[src/rtl/uart_mmio_bridge.sv]
// UART memory-mapped I/O bridge: decodes the 0x8xxx_xxxx window, buffers UART
// RX/TX bytes in two small FIFOs and exposes a free-running cycle counter.
module uart_mmio_bridge #(
   parameter int DEPTH      = 8,
   parameter int LOG2_DEPTH = 3
) (
   input  logic        clk,
   input  logic        rst,
   input  logic [31:0] io_addr,
   input  logic [3:0]  io_we,
   input  logic        io_re,
   input  logic [31:0] io_din,
   output logic [31:0] io_dout,
   input  logic        stall,
   output logic [7:0]  DataIn,
   output logic        DataInValid,
   input  logic        DataInReady,
   input  logic [7:0]  DataOut,
   input  logic        DataOutValid,
   output logic        DataOutReady
);
   localparam int PTR_W = LOG2_DEPTH + 1;

   localparam logic [7:0] OFF_STATUS  = 8'h00;
   localparam logic [7:0] OFF_RX_DATA = 8'h04;
   localparam logic [7:0] OFF_TX_DATA = 8'h08;
   localparam logic [7:0] OFF_CYCLES  = 8'h10;
   localparam logic [7:0] OFF_CYC_RST = 8'h18;

   logic [7:0]       rx_mem [DEPTH];
   logic [7:0]       tx_mem [DEPTH];
   logic [PTR_W-1:0] rx_wr_ptr, rx_rd_ptr, tx_wr_ptr, tx_rd_ptr;
   logic             tx_ovf;
   logic [31:0]      cyc_cnt;

   logic        hit, rd_hit, wr_hit;
   logic [7:0]  offset;
   logic        rx_empty, rx_full, tx_empty, tx_full;
   logic        rx_push, rx_pop, tx_push_req, tx_push, tx_pop;
   logic        ovf_set, ovf_clr, cyc_clr;
   logic [7:0]  rx_head, tx_head;
   logic [31:0] rd_data;
   logic        unused_bits;

   // The extra pointer MSB distinguishes a full FIFO from an empty one.
   function automatic logic ptr_full(input logic [PTR_W-1:0] wr, input logic [PTR_W-1:0] rd);
      return (wr[PTR_W-1] != rd[PTR_W-1]) && (wr[PTR_W-2:0] == rd[PTR_W-2:0]);
   endfunction

   assign hit    = (io_addr[31:28] == 4'h8) && !stall;
   assign offset = io_addr[7:0];
   assign rd_hit = hit && io_re;
   assign wr_hit = hit && (|io_we);

   assign rx_empty = (rx_wr_ptr == rx_rd_ptr);
   assign tx_empty = (tx_wr_ptr == tx_rd_ptr);
   assign rx_full  = ptr_full(rx_wr_ptr, rx_rd_ptr);
   assign tx_full  = ptr_full(tx_wr_ptr, tx_rd_ptr);

   assign rx_head = rx_mem[rx_rd_ptr[LOG2_DEPTH-1:0]];
   assign tx_head = tx_mem[tx_rd_ptr[LOG2_DEPTH-1:0]];

   assign DataOutReady = !rx_full;
   assign DataInValid  = !tx_empty;
   assign DataIn       = tx_empty ? 8'd0 : tx_head;

   assign rx_push     = DataOutValid && !rx_full;
   assign rx_pop      = rd_hit && (offset == OFF_RX_DATA) && !rx_empty;
   assign tx_pop      = !tx_empty && DataInReady;
   assign tx_push_req = hit && (offset == OFF_TX_DATA) && io_we[0];
   // A same-cycle drain frees the slot, so a push at full is still accepted.
   assign tx_push     = tx_push_req && (!tx_full || tx_pop);
   assign ovf_set     = tx_push_req && tx_full && !tx_pop;
   assign ovf_clr     = wr_hit && (offset == OFF_STATUS) && io_din[2];
   assign cyc_clr     = wr_hit && (offset == OFF_CYC_RST);

   assign unused_bits = ^{io_addr[27:8], io_din[31:8]};

   always_comb begin
      rd_data = 32'd0;
      case (offset)
         OFF_STATUS:  rd_data = {29'd0, tx_ovf, !rx_empty, !tx_full};
         OFF_RX_DATA: rd_data = rx_empty ? 32'd0 : {24'd0, rx_head};
         OFF_CYCLES:  rd_data = cyc_cnt;
         default:     rd_data = 32'd0;
      endcase
   end

   // ---- stage p0 -> p1: FIFO storage, pointers, flags, read register ----
   always_ff @(posedge clk) begin
      if (rx_push) rx_mem[rx_wr_ptr[LOG2_DEPTH-1:0]] <= DataOut;
      if (tx_push) tx_mem[tx_wr_ptr[LOG2_DEPTH-1:0]] <= io_din[7:0];
   end

   always_ff @(posedge clk) begin
      if (rst) begin
         rx_wr_ptr <= '0;
         rx_rd_ptr <= '0;
         tx_wr_ptr <= '0;
         tx_rd_ptr <= '0;
         tx_ovf    <= 1'b0;
         cyc_cnt   <= 32'd0;
         io_dout   <= 32'd0;
      end else begin
         if (rx_push) rx_wr_ptr <= rx_wr_ptr + PTR_W'(1);
         if (rx_pop)  rx_rd_ptr <= rx_rd_ptr + PTR_W'(1);
         if (tx_push) tx_wr_ptr <= tx_wr_ptr + PTR_W'(1);
         if (tx_pop)  tx_rd_ptr <= tx_rd_ptr + PTR_W'(1);
         if (ovf_set)      tx_ovf <= 1'b1;
         else if (ovf_clr) tx_ovf <= 1'b0;
         cyc_cnt <= cyc_clr ? 32'd0 : cyc_cnt + 32'd1;
         if (rd_hit) io_dout <= rd_data;
      end
   end
endmodule

[config.mk]
export PLATFORM = sky130hd
export DESIGN_NAME = uart_mmio_bridge
export DESIGN_NICKNAME = d
export VERILOG_FILES = /design/src/rtl/uart_mmio_bridge.sv
export SDC_FILE = /design/constraint.sdc
export NUM_CORES = 1
export LEC_CHECK = 0
export ABC_AREA = 1
export BUFFER_PORTS_ARGS = -buffer_cell sky130_fd_sc_hd__buf_2
export CAP_MARGIN = 0
export CORE_MARGIN = 3
export CORE_UTILIZATION = 36
export CTS_CLUSTER_DIAMETER = 200
export DETAILED_ROUTE_END_ITERATION = 8
export PLACE_DENSITY = 0.64
export SLEW_MARGIN = 0
export SYNTH_ARGS = -nofsm -noshare
export SYNTH_HDL_FRONTEND = slang
export SYNTH_SLANG_ARGS = --single-unit
[constraint.sdc]
create_clock -name clk -period 2.4 [get_ports clk]
set_input_delay 0.72 -clock clk [delete_from_list [all_inputs] [get_ports clk]]
set_output_delay 0.72 -clock clk [all_outputs]
set_load 0.02 [all_outputs]
# --- After elaboration in Yosys (flattened, before gate mapping) ---
# Memory sizes are Yosys's and may differ from the RTL's. A register that Yosys moved wholly into a read port is not among the register bits.
# Index checks and enable logic that the tools add are counted.
word_totals:
  ff_bits: 81
  ramBits: 128
  input_bits: 82
  out_inout_bits: 42
  wordCells: 66
  memories: 2
memory_table:
  columns: ["name", "depth", "word_bits", "read_ports", "rd_clocked_by_memory_dff", "write_ports", "line", "source"]
  rows:
  - ["rx_mem", 8, 8, 1, 1, 1, "30", "logic [7:0] rx_mem [DEPTH];"]
  - ["tx_mem", 8, 8, 1, 1, 1, "31", "logic [7:0] tx_mem [DEPTH];"]
op_classes:
  addsub: 5
  eq_ne: 11
  muxes: 13
  reduce_logical: 28
ops:
  columns: ["cell", "n"]
  rows:
  - ["32-bit case mux with 3 select lines", 1]
  - ["32-bit by 1-bit adder with 32-bit output, second input constant", 1]
  - ["1-bit logical AND", 17]
  - ["4-bit by 1-bit adder with 4-bit output, second input constant", 4]
  - ["8-bit by 5-bit equality test with 1-bit output, second input constant", 2]
  - ["8-bit 2-to-1 mux", 2]
  - ["3-bit 2-to-1 mux", 4]
  - ["4-bit equality test", 2]
  - ["8-bit by 3-bit equality test with 1-bit output, second input constant", 1]
  - ["8-bit by 4-bit equality test with 1-bit output, second input constant", 1]
  - ["8-bit zero test", 1]
  - ["3-bit equality test", 2]
  - ["1-bit zero test", 6]
  - ["1-bit 2-to-1 mux", 6]
  - ["4-bit equality test, second input constant", 1]
  - ["4-bit OR reduction", 1]
  - ["1-bit != test", 2]
  - ["2-bit nonzero test", 1]
  - ["2-bit OR reduction", 1]
  - ["1-bit logical OR", 1]

# --- Longest topological paths before layout ---
depth:
  depth_word: 7
  mapped_depth: 11

# --- Least setup slack after synthesis ---
# Ideal clock, no wire load.
synth_path:
  path_kind: "in2reg"
  from: "input io_addr[5]"
  to: "memory tx_mem[0][0] (enable)"
  setup_time_ps: 370
  t_arrival_ps: 1827
  required_ps: 2030
  path_slack_ps: 203
  stages: 9
  n_path_buf: 0
  path_cell_list: "nor2_1 -> nand3_1 -> inv_1 -> nand2_1 -> nor3_2 -> nand2_1 -> inv_1 -> nand2_1 -> nor2_1"
synth_between:
  elab_chain_cells: 6
synth_lines:
  columns: ["element", "line", "source"]
  rows:
  - ["from (decl)", "9", "input logic [31:0] io_addr,"]
  - ["8-bit by 4-bit equality test with 1-bit output", "70", "assign tx_push_req = hit && (offset == OFF_TX_DATA) && io_we[0];"]
  - ["1-bit logical AND (2 in a row)", "70", null]
  - ["1-bit logical AND", "72", "assign tx_push = tx_push_req && (!tx_full || tx_pop);"]
  - ["1-bit 2-to-1 mux", "92", "if (tx_push) tx_mem[tx_wr_ptr[LOG2_DEPTH-1:0]] <= io_din[7:0];"]
  - ["1-bit 2-to-1 mux (implied by the code)", "92", null]
  - ["to (decl)", "31", null]
# Every way passes these cells.

# --- Final worst setup path ---
layout_path:
  from: "register tx_wr_ptr[3]"
  to: "output DataIn[6]"
layout_between:
  elab_chain_cells: 2
layout_lines:
  columns: ["element", "line", "source"]
  rows:
  - ["from (decl)", "32", "logic [PTR_W-1:0] rx_wr_ptr, rx_rd_ptr, tx_wr_ptr, tx_rd_ptr;"]
  - ["from (signal assigned)", "107", "if (tx_push) tx_wr_ptr <= tx_wr_ptr + PTR_W'(1);"]
  - ["4-bit equality test", "56", "assign tx_empty = (tx_wr_ptr == tx_rd_ptr);"]
  - ["8-bit 2-to-1 mux", "65", "assign DataIn = tx_empty ? 8'd0 : tx_head;"]
  - ["to (decl)", "15", "output logic [7:0] DataIn,"]
# Every way passes these cells.

==> impl_summary.log <==
INFO  metric layout.nets = 1185
INFO  metric synth_largest_area_cell = sky130_fd_sc_hd__edfxtp_1
INFO  metric numCtsBuffers = 24
INFO  metric synth_most_common_cell = sky130_fd_sc_hd__nor2_1
INFO  metric postSynthRegisterBits = 215
INFO  metric grt_pass1_wl = 35200 um
INFO  metric clk_path_buf_depth = 3
INFO  metric yosys_warnings = 0
INFO  metric slew_violations = 0
INFO  metric die_y = 167 um
INFO  metric detail_route.wl_per_cell = 15.1 um
INFO  metric setup.worst_path.start_class = register
INFO  metric mappedNetlistNets = 1072
INFO  metric worstSetupEndpointType = output pin
INFO  metric multi_input_area = 3260 um2
INFO  metric worst_setup_path_startpoint = tx_wr_ptr[3]
INFO  metric hpwl = 14700 um
INFO  metric failed_checks = negative setup slack
INFO  metric synthDominantCellAreaShare = 41.3%
INFO  metric worst-endpoint-arrival = 1.80 ns
INFO  metric hp-class = in -> reg
INFO  metric initialDrtViolationCount = 478
INFO  metric insertion_delay = 0.51 ns
INFO  metric crit_chain = xor2_2 > inv_1 > nand2_4 > o21ai_1 > a31oi_1 > buf_2
INFO  metric grt_util_met1 = 20.9%
INFO  metric post-route-min-period = 2.52 ns
INFO  metric drv_cap = 0
INFO  metric postLayoutSetupSlackWorst = -0.119 ns
INFO  metric synth_area = 9310 um2
INFO  metric vias = 6967
INFO  metric worstSetupPathType = reg -> out
INFO  metric achievable-frequency = 397 MHz
INFO  metric status = finished with violations
INFO  metric drt_first_pass_iters = 5
INFO  metric num_io_pins = 124
INFO  metric grt_antenna_before_repair = 2
INFO  metric irDropWorstVdd = 0.624 mV
INFO  metric post_synth_main_area_contributors = sky130_fd_sc_hd__edfxtp_1 41%, sky130_fd_sc_hd__dfxtp_1 19%, sky130_fd_sc_hd__nor2_1 6.7%
INFO  metric ys.flop_type = sky130_fd_sc_hd__edfxtp_1
INFO  metric placer_s_final_routability_congestion_estimate = 0.845
INFO  metric setup-tns-final = -0.723 ns
INFO  metric place_area = 10300 um2
INFO  metric synth.avg_cell_area = 9.46 um2
INFO  metric dieArea = 27800 um2
INFO  metric aggregate_global_routing_overflow = 0
INFO  metric clkTransAtPathRegs = 0.06 ns
INFO  metric worst-endpoint-required = 1.68 ns
INFO  metric htreeDepth = 1
INFO  metric drt-vias-per-instance = 4.81
INFO  metric critical-path-max-stage-delay = 0.37 ns
INFO  metric regToRegStartpoint = rx_rd_ptr[2]
INFO  metric cp_max_fo = 10
INFO  metric rsz_0062_raised_after_global_routing = true
INFO  metric fillCellCount = 2386
INFO  metric grt_start_max_net_pins = 45
INFO  metric design_power_total = 0.00813 W
INFO  metric layout-drive-gt1-share = 20.0%
INFO  metric place.port_buffers = 79
INFO  metric synthArstFlopShare = 0%
INFO  metric synth-edff-count = 128
INFO  metric ctsHoldBuffers = 0
INFO  metric tritoncts_num_sinks = 215
INFO  metric die_w = 167 um
INFO  metric syn-instance-count = 985
INFO  metric rows = 58
INFO  metric relative_slew_margins = 52.0%
INFO  metric postLayoutCellArea = 11300 um2
INFO  metric groute.layer.met2.usage = 26.0%
INFO  metric post_route_drc = 0
INFO  metric worst_clock_skew = 0.0125 ns
INFO  metric tightest_slew = 0.719 ns
INFO  metric post_synth_most_frequent_cells = 166 x sky130_fd_sc_hd__nor2_1, 165 x sky130_fd_sc_hd__nand2_1, 128 x sky130_fd_sc_hd__edfxtp_1
INFO  metric routed_wirelength = 21800 um
INFO  metric coreArea = 25300 um2
INFO  metric min_period_over_period = 105%
INFO  metric final_core_utilization = 44.7%
INFO  metric first_global_vias = 6718
INFO  metric global_route.usage.met3 = 2.44%
INFO  metric grt_use_total = 15.4%
INFO  metric cellLeakagePower = 4.43 nW
INFO  metric starting_utilization_of_the_core_area = 36.8%
INFO  metric rrSetupSlack = 0.55 ns
INFO  metric report.final.hold_viol_count = 0
INFO  metric hold_path_startpoint = DataOut[3]
INFO  metric register_area = 5600 um2
INFO  metric cts_tree = built
INFO  metric antenna_left = 0
INFO  metric power-per-cell-area = 717 nW/um2
INFO  metric areaGrowthSynthToFinish = 21.6%
INFO  metric crit_slowest_cell = sky130_fd_sc_hd__dfxtp_2
INFO  metric busiest_layer = met2
INFO  metric timing.final.setup_violations = 8
INFO  metric synthDistinctLibCells = 38
INFO  metric synth_seq_area_share = 60.0%
INFO  metric cts-root-buf = sky130_fd_sc_hd__clkbuf_16
## placed cells by master (no fill, tap or decap), drive strengths merged, types with 37 or more instances in the layout
cell / instances
dfxtp: 87
nor2: 177
nand2: 173
inv: 86
nand3: 70
clkbuf: 37
o21ai: 70
buf: 125
a21oi: 53
edfxtp: 128
## per-stage QoR
step / setup slack, ns / instances / hold slack (ns)
CTS: -0.131 / 1444 / 0.456
finish: -0.119 / 1448 / 0.476
global route: -0.227 / 1448 / 0.468
global placement: 0.0637 / 1396 / 0.444
detailed placement: 0.0123 / 1396 / 0.453
floorplan: 0.203 / 985 / 0.430
## where the power goes
part	internal (W)	switching, W	total, W
clock network	0.00253	0.00143	0.00396
logic	0.0000668	0.000143	0.000210
registers	0.00394	0.0000157	0.00395
total	0.00654	0.00159	0.00813
## worst paths after layout
path,end,cells after the start
setup / recovery,DataIn[6],6
hold reg to reg,cyc_cnt[0],1
setup reg to reg,rx_mem[4][3],7
hold / removal,rx_mem[0][3],1
## critical path: cells and delay by family, from the launching register on
| family | cells | cell delay, ns |
|---|---|---|
| compound gates | 2 | 0.30 |
| xor+xnor | 1 | 0.17 |
| buf+inv | 2 | 0.30 |
| flops | 1 | 0.37 |
| simple gates | 1 | 0.14 |
## area by class of cell
cell class | instances | area share, %
Antenna cell | 2 | 0.0442
Timing Repair Buffer | 126 | 7.49
Multi-Input combinational cell | 645 | 28.8
Inverter | 86 | 2.87
Sequential cell | 215 | 49.5
Tap cell | 330 | 3.64
Clock inverter | 8 | 1.27
Clock buffer | 36 | 6.45
## sequential cells by signal, summed over array words and instances (netlist names), named ones only
name and flops:
tx_ovf 1, rx_wr_ptr 4, rx_mem 64, tx_rd_ptr 4
tx_mem 64, rx_rd_ptr 4, io_dout 32, tx_wr_ptr 4
cyc_cnt 32
## kinds of logic (layout without fill, tap and decap cells)
logic type      count (synthesis)  after routing  share of synthesized area (%)
xor+xnor                       26             26                           2.44
simple gates                  456            456                           22.1
other cells                     0              2                              0
fa+ha+maj                       5              5                          0.672
buf+inv                       125            256                           5.49
flops                         215            215                           60.0
compound gates                158            158                           9.34
## timing repair
item | CTS | global route
pin swaps | 4 | 8
buffers inserted | 2 | 1
cloned | 2 | 1
endpoints found under the setup margin | 9 | 9
resized for setup | 39 | 20
## per-layer routing
layer / share of wire [%] / vias to the layer above / routed length [um]
met4: 1.9 / 0 / 406
met3: 5.5 / 29 / 1190
li1: - / 3548 / -
met2: 48 / 177 / 10400
met1: 45 / 3213 / 9850
met5: 0 / - / 0
Note: power is estimated with default switching activity, not from simulation.
